--- src/rtl/hex_scan_display.sv ---
// Time-multiplexed N-digit hex display driver: shadowed value/dp/mask, refresh prescaler,
// leading-zero suppression and a one-cycle dark gap between digit slots.
module hex_scan_display #(
   parameter int unsigned NUM_DIGITS     = 4,
   parameter int unsigned REFRESH_DIV    = 50000,
   parameter bit          SEG_ACTIVE_LOW = 1'b1,
   parameter bit          AN_ACTIVE_LOW  = 1'b1,
   localparam int unsigned IdxW          = (NUM_DIGITS > 1) ? $clog2(NUM_DIGITS) : 1
) (
   input  logic                    clk,
   input  logic                    reset,
   input  logic [4*NUM_DIGITS-1:0] value,
   input  logic                    load,
   input  logic [NUM_DIGITS-1:0]   dp_in,
   input  logic [NUM_DIGITS-1:0]   blank_mask,
   input  logic                    blank_lz,
   output logic [6:0]              seg,
   output logic                    dp,
   output logic [NUM_DIGITS-1:0]   an,
   output logic [IdxW-1:0]         digit_idx
);

   localparam int unsigned PreW = $clog2(REFRESH_DIV);
   localparam logic [PreW-1:0] LastPre = PreW'(REFRESH_DIV - 1);
   localparam logic [IdxW-1:0] LastIdx = IdxW'(NUM_DIGITS - 1);

   logic [PreW-1:0]         pre_q, pre_d;
   logic [IdxW-1:0]         idx_q, idx_d;
   logic [4*NUM_DIGITS-1:0] val_q, val_d;
   logic [NUM_DIGITS-1:0]   dp_sh_q, dp_sh_d;
   logic [NUM_DIGITS-1:0]   mask_q, mask_d;
   logic [6:0]              seg_q, seg_d;
   logic                    dp_q, dp_d;
   logic [NUM_DIGITS-1:0]   an_q, an_d;

   logic                    tick;
   logic                    zero_run;
   logic [NUM_DIGITS-1:0]   upper_zero;
   logic [3:0]              nib;
   logic                    sel_dp, sel_mask, sel_lz, dark;
   logic [NUM_DIGITS-1:0]   an_raw;
   logic [6:0]              seg_raw;
   logic                    dp_raw;

   function automatic logic [6:0] glyph(input logic [3:0] n);
      logic [6:0] g;
      g = 7'h00;
      unique case (n)
         4'h0: g = 7'h3F;
         4'h1: g = 7'h06;
         4'h2: g = 7'h5B;
         4'h3: g = 7'h4F;
         4'h4: g = 7'h66;
         4'h5: g = 7'h6D;
         4'h6: g = 7'h7D;
         4'h7: g = 7'h07;
         4'h8: g = 7'h7F;
         4'h9: g = 7'h67;
         4'hA: g = 7'h77;
         4'hB: g = 7'h7C;
         4'hC: g = 7'h39;
         4'hD: g = 7'h5E;
         4'hE: g = 7'h79;
         4'hF: g = 7'h71;
      endcase
      return g;
   endfunction

   always_comb begin
      tick  = (pre_q == LastPre);
      pre_d = tick ? '0 : pre_q + 1'b1;
      idx_d = idx_q;
      if (tick) begin
         idx_d = (idx_q == LastIdx) ? '0 : idx_q + 1'b1;
      end

      val_d   = load ? value      : val_q;
      dp_sh_d = load ? dp_in      : dp_sh_q;
      mask_d  = load ? blank_mask : mask_q;

      // upper_zero[k]: every shadow nibble from k up to the top digit is zero
      zero_run   = 1'b1;
      upper_zero = '0;
      for (int k = int'(NUM_DIGITS) - 1; k >= 0; k--) begin
         zero_run      = zero_run & (val_q[4*k +: 4] == 4'h0);
         upper_zero[k] = zero_run;
      end

      nib      = 4'h0;
      sel_dp   = 1'b0;
      sel_mask = 1'b0;
      sel_lz   = 1'b0;
      an_raw   = '0;
      for (int k = 0; k < int'(NUM_DIGITS); k++) begin
         if (idx_q == IdxW'(k)) begin
            nib       = val_q[4*k +: 4];
            sel_dp    = dp_sh_q[k];
            sel_mask  = mask_q[k];
            sel_lz    = (k != 0) && upper_zero[k];
            an_raw[k] = !tick;
         end
      end

      // The slot following a tick is driven fully dark to avoid ghosting.
      dark    = sel_mask | (blank_lz & sel_lz);
      seg_raw = (tick || dark) ? 7'h00 : glyph(nib);
      dp_raw  = !tick && !dark && sel_dp;

      seg_d = SEG_ACTIVE_LOW ? ~seg_raw : seg_raw;
      dp_d  = SEG_ACTIVE_LOW ? ~dp_raw  : dp_raw;
      an_d  = AN_ACTIVE_LOW  ? ~an_raw  : an_raw;
   end

   always_ff @(posedge clk or posedge reset) begin
      if (reset) begin
         pre_q   <= '0;
         idx_q   <= '0;
         val_q   <= '0;
         dp_sh_q <= '0;
         mask_q  <= '0;
         seg_q   <= {7{SEG_ACTIVE_LOW}};
         dp_q    <= SEG_ACTIVE_LOW;
         an_q    <= {NUM_DIGITS{AN_ACTIVE_LOW}};
      end else begin
         pre_q   <= pre_d;
         idx_q   <= idx_d;
         val_q   <= val_d;
         dp_sh_q <= dp_sh_d;
         mask_q  <= mask_d;
         seg_q   <= seg_d;
         dp_q    <= dp_d;
         an_q    <= an_d;
      end
   end

   assign seg       = seg_q;
   assign dp        = dp_q;
   assign an        = an_q;
   assign digit_idx = idx_q;

endmodule

--- config.mk ---
export PLATFORM = sky130hd
export DESIGN_NAME = hex_scan_display
export DESIGN_NICKNAME = d
export VERILOG_FILES = /design/src/rtl/hex_scan_display.sv
export SDC_FILE = /design/constraint.sdc
export NUM_CORES = 1
export LEC_CHECK = 0
export CAP_MARGIN = 10
export CORE_AREA = 5 5 79 81
export DETAILED_ROUTE_END_ITERATION = 10
export DIE_AREA = 0 0 84 86
export HOLD_SLACK_MARGIN = 0.08
export PLACE_DENSITY = 0.71
export SYNTH_ARGS = -nofsm -noshare
export SYNTH_HDL_FRONTEND = slang
export SYNTH_SLANG_ARGS = --single-unit
export TNS_END_PERCENT = 5
--- constraint.sdc ---
create_clock -name clk -period 2.66 [get_ports clk]
set_input_delay 0.532 -clock clk [delete_from_list [all_inputs] [get_ports clk]]
set_output_delay 0.532 -clock clk [all_outputs]
set_load 0.01 [all_outputs]
# After elaboration in Yosys (flattened, before gate mapping)
# Memories as Yosys holds them, arrays and structs flattened.
# Index checks and enable logic that the tools add are counted.
# totals
inputBits	28
mem_bits_ro	112
register_bits	54
output_inout_bits	14
n_memories	1
# memory_table
memory	words	word_bits	rd	rd_clocked_by_memory_dff	write_ports	line_no	text
(name not given)	16	7	1	0	0	48	unique case (n)
# classes
n_bitwise	7
muxes	22
reduce_logical	9
n_addsub	2
n_eq_ne	4
# ops
op	n
$add A16 B1 Y16 const B	1
$eq A16 B16 Y1 const B	1
$mux W16	1
$mux W4	4
$mux W1	15
$logic_not A4 Y1	3
$mux W7	1
$not A7 Y7	1
$eq A2 B2 Y1 const B	2
$not A4 Y4	1
$and A1 B1 Y1	3
$add A2 B1 Y2 const B	1
$eq A2 B1 Y1 const B	1
$logic_and A1 B1 Y1	2
$logic_not A1 Y1	2
$logic_not A2 Y1	1
$mux W2	1
$logic_or A1 B1 Y1	1
$not A1 Y1	1
$or A1 B1 Y1	1

# Logic depth before layout (Yosys ltp)
# logic_depth
word_depth	12
ltp_mapped	10

# Worst setup path after synthesis
# OpenSTA, ideal clock, no wires.
# synth_timing
kind	reg-to-reg
start	register idx_q[0] (netlist: digit_idx[0])
end	register seg_q[3] (netlist: seg[3])
synth_period_minus_slack_ns	2.428
n_path_buf	2
arrival_time_ns	2.343
path_stages_with_launch	10
slack_ns	0.232
t_required_ns	2.574
cell_sequence	dfrtp_1 ha_1 clkbuf_1 clkbuf_1 nor3b_1 a221o_1 ha_1 or2_2 a21oi_1 o31ai_1
# synth_via
elab_chain_len	9
elab_cells_between_ends	21
cone_classes	3 x eq/ne; 12 x mux; 3 x bitwise; 2 x reduce/logical; 1 x memory
# synth_lines
item	line_no	text
start: declaration	28	logic [IdxW-1:0] idx_q, idx_d;
start signal: assignment	126	idx_q <= idx_d;
branches (longest 7 deep; another with $mem_v2 Z16 W7)	--	
$mux W7 (*)	106	seg_raw = (tick || dark) ? 7'h00 : glyph(nib);
$not A7 Y7 (*)	109	seg_d = SEG_ACTIVE_LOW ? ~seg_raw : seg_raw;
via seg_d[3]	32	logic [6:0] seg_q, seg_d;
end signal: assignment	121	seg_q <= {7{SEG_ACTIVE_LOW}};
end signal: assignment	130	seg_q <= seg_d;
end: declaration	32	
# Mark *: on every way through the listed nets, which the timed path passes.
# A chain may end at the register's enable or synchronous reset.

# Worst setup path after layout
# Ends and elaborated chain as after synthesis.

==> results.py <==
metrics = {
    "run_status": {
        "status": "complete, no violations",
    },
    "power_and_ir_drop": {
        "power_leakage_nw": 1.37,
        "p_per_area_nw_per_um2": 530,
        "power_switching_uw": 393,
        "ir_drop_mv": 0.310,
        "pwr-share-comb": 0.146,
        "power_frac_seq": 0.533,
        "internal-power_mw": 1.33,
        "p_clk_frac": 0.321,
        "swShare": 0.228,
    },
    "floorplanning": {
        "die_h_um": 86,
        "core-area_um2": 5410,
        "dieArea_um2": 7220,
        "initial_core_util": 0.486,
        "rows": 27,
        "ios": 42,
        "fp.dieW_um": 84,
    },
    "routing": {
        "routed_via_density": 5.31,
        "wl_um": 5050,
        "detail_route.first_pass.iterations": 4,
        "wl_per_cell_um": 14.4,
        "ant_nets": 0,
        "drc": 0,
        "drt_iter0_markers": 38,
        "vias": 1864,
    },
    "setup_path": {
        "worstSetupPathType": "reg2reg",
        "cp_num_buf_inv": 2,
        "cp.required_ps": 2890,
        "critPathSlowestCell": "dfrtp_1",
        "critPathMaxFanout": 6,
        "reg2reg_depth": 9,
        "reg2reg_from": "digit_idx[0]$_DFFE_PP0N_",
        "crit_arrival_ps": 2550,
        "cp_cell_sequence": "inv_1, ha_1, nand3b_1, a221o_1, inv_1, ha_1, or2_2, a21oi_1, o31ai_1",
        "r2r_setup_slack_ps": 340,
        "path_delay_family": "compound AO/OA/AOI/OAI gates",
        "start_kind": "register",
        "slowest_delay_ps": 430,
        "worstSetupEndpointType": "register",
        "r2r-end": "seg[3]$_DFF_PP1_",
    },
    "synthesis": {
        "netlist_area_um2": 2630,
        "synth_area_leaders": "dfrtp_1 (40%), dfstp_2 (12%), mux2_2 (9.0%)",
        "netlist_instances": 235,
        "avgSynthCellArea_um2": 11.2,
        "async_reset_ff_frac": 1.00,
        "yosysWarnings": 0,
        "ys_ff_latch": 54,
        "yosysSeqAreaShare": 0.520,
        "syn-num-nets": 273,
        "synth_edf_count": 0,
        "synth_top_area_cell": "dfrtp_1",
        "yosysTopAreaCellShare": 0.400,
        "synthDistinctLibCells": 42,
        "ys.flop_type": "dfrtp_1",
    },
    "cells_and_area": {
        "diodes": 0,
        "areaGrowthSynthToFinish_pct": 23.8,
        "layout-drive-gt1-share": 0.190,
        "fillCellCount": 450,
        "fin_cells": 351,
        "fin_nets": 317,
    },
    "cts": {
        "cts_tree": "built",
        "cts_root_buffer": "clkbuf_8",
        "post_cts_resized": 0,
        "cts_sinks": 54,
        "cts_buffers": 5,
        "clk_pin_slew_ps": 90,
        "cts_setup_buffers": 0,
        "hold_buffers": 0,
        "cts.htree.levels": 2,
        "clk-insertion-delay-late_ps": 300,
        "clock_path_buffers": 2,
    },
    "sta": {
        "period_share": 0.871,
        "period_minus_slack_ps": 2320,
        "slew_viol_final": 0,
        "setup_viol": 0,
        "max_freq_mhz": 432,
        "setup_tns_ps": 0,
        "finClkSkew_ps": 4.52,
        "worst_slew_pin_slew_ps": 578,
        "grt_setup_unrepaired": "no",
        "slew_headroom": 0.614,
        "final_hold_viol_count": 0,
    },
    "hold_path": {
        "whs_path_depth": 1,
        "whs_endpoint": "pre_q[0]$_DFF_PP0_",
        "hp-class": "reg2reg",
        "hp-start": "pre_q[0]$_DFF_PP0_",
    },
    "placement": {
        "routabilityCongestion": 0.847,
        "dpl.cell_count": 344,
        "dpl.hpwl_um": 3780,
        "numPortBuffers": 41,
    },
    "flow_run": {
        "maxCapViolCount": 0,
    },
    "global_routing": {
        "grt_max_degree": 29,
        "grt_pass1_wl_um": 9030,
        "grt_pass1_vias": 1887,
        "grt_antenna_before_repair": 0,
        "gr-total-overflow": 0,
        "grt_util_all_layers": 0.157,
    },
}
[synthesized netlist by cell type, types with 2 or more instances]
| library cell | count |
|---|---|
| dfrtp_1 | 42 |
| nand2_1 | 23 |
| mux2_2 | 21 |
| nor2_1 | 15 |
| dfstp_2 | 12 |
| ha_1 | 10 |
| inv_1 | 9 |
| nand3_1 | 9 |
| o21ai_0 | 9 |
| xor2_1 | 9 |
| a21oi_1 | 7 |
| clkbuf_1 | 5 |
| nor2b_1 | 5 |
| nand2b_1 | 4 |
| nand3b_1 | 4 |
| nand4_1 | 4 |
| nor3b_1 | 4 |
| xnor2_1 | 4 |
| a211oi_1 | 3 |
| a221o_1 | 3 |
| or3_1 | 3 |
| a21o_1 | 2 |
| a311o_1 | 2 |
| and3_1 | 2 |
| buf_1 | 2 |
| buf_4 | 2 |
| nor4_1 | 2 |
| o211ai_1 | 2 |
| o31ai_1 | 2 |
| or2_2 | 2 |
[stage by stage]
stage | utilization | hold WS, ps | instance area, um2 | power (mW) | worst slack, ps
floorplan | - | 451 | 2630 | 1.07 | 232
global placement | 0.581 | 475 | 3140 | 1.18 | 473
detailed placement | 0.581 | 483 | 3140 | 1.19 | 359
CTS | 0.602 | 498 | 3250 | 1.74 | 345
global route | 0.602 | 525 | 3250 | 1.81 | 151
finish | 0.602 | 492 | 3250 | 1.72 | 343
[flip-flops by register name, summed over array words and instances (netlist names)]
| register | cells |
|---|---|
| an | 4 |
| digit_idx | 2 |
| dp_sh_q | 4 |
| dp | 1 |
| seg | 7 |
| pre_q | 16 |
| val_q | 16 |
| mask_q | 4 |
[layout by cell type (no fill, tap or decap), types with 3 or more instances in the layout]
cell             count
nor2b_1              5
dfstp_2             12
nor2_1              15
nand3b_1             4
a21oi_1              7
xnor2_1              4
clkbuf_8             6
xor2_1               9
a211oi_1             3
clkdlybuf4s50_1     41
buf_4                5
o21ai_0              9
nand2_1             23
nand4_1              4
inv_1                8
a221o_1              3
ha_1                10
or3_1                3
dfrtp_1             42
nand2b_1             4
nor3b_1              4
nand3_1              9
mux2_2              21
[worst max-delay path by stage]
| stage | startpoint | to | slack [ps] | cells past startpoint |
|---|---|---|---|---|
| 6_report | digit_idx[0]$_DFFE_PP0N_ | seg[3]$_DFF_PP1_ | 340 | 9 |
| 2_1_floorplan | digit_idx[0]$_DFFE_PP0N_ | seg[3]$_DFF_PP1_ | 230 | 9 |
| 5_1_grt | digit_idx[0]$_DFFE_PP0N_ | seg[3]$_DFF_PP1_ | 150 | 8 |
| 3_3_place_gp | digit_idx[1]$_DFFE_PP0N_ | seg[3]$_DFF_PP1_ | 470 | 8 |
| 4_1_cts | digit_idx[0]$_DFFE_PP0N_ | seg[3]$_DFF_PP1_ | 340 | 9 |
| 3_5_place_dp | digit_idx[0]$_DFFE_PP0N_ | seg[3]$_DFF_PP1_ | 360 | 9 |
[layout make-up]
cell class / instances / area [um2] / area share
Timing Repair Buffer: 47 / 468 / 0.144
Clock buffer: 6 / 82.6 / 0.0254
Tap cell: 72 / 90.1 / 0.0277
Multi-Input combinational cell: 162 / 1180 / 0.363
Inverter: 9 / 33.8 / 0.0104
Sequential cell: 54 / 1370 / 0.420
Clock inverter: 1 / 30.0 / 0.00923
[cells by family after synthesis]
group | after synthesis | share of synthesized area
xor gates and xnor gates | 13 | 0.0433
adders and majority gates | 10 | 0.0476
AOI/OAI and AO/OA | 35 | 0.0948
muxes | 22 | 0.0938
buffers and inverters | 19 | 0.0305
and+or+nand+nor | 82 | 0.170
DFF | 54 | 0.520
[worst register-to-register path, stage by stage, from the launching register on]
cell and delay (ps):
dfrtp_1 430, inv_1 120, ha_1 270, nand3b_1 110
a221o_1 360, inv_1 140, ha_1 280, or2_2 320
a21oi_1 130, o31ai_1 70
[per-layer routing]
metal	track usage	routed length, um
met2	0.231	2170
met3	0.0442	301
met5	0	0
met1	0.218	2480
met4	0.0614	99
[power groups by stage]
stage | registers (mW) | clock network (mW) | logic [mW]
final | 0.918 | 0.554 | 0.252
after global routing | 0.925 | 0.599 | 0.282
after CTS | 0.918 | 0.566 | 0.255
after detailed placement | 0.934 | 0 | 0.254
after global placement | 0.934 | 0 | 0.250
after floorplan | 0.935 | 0 | 0.137
No activity file was read; power rests on OpenSTA's default activity.
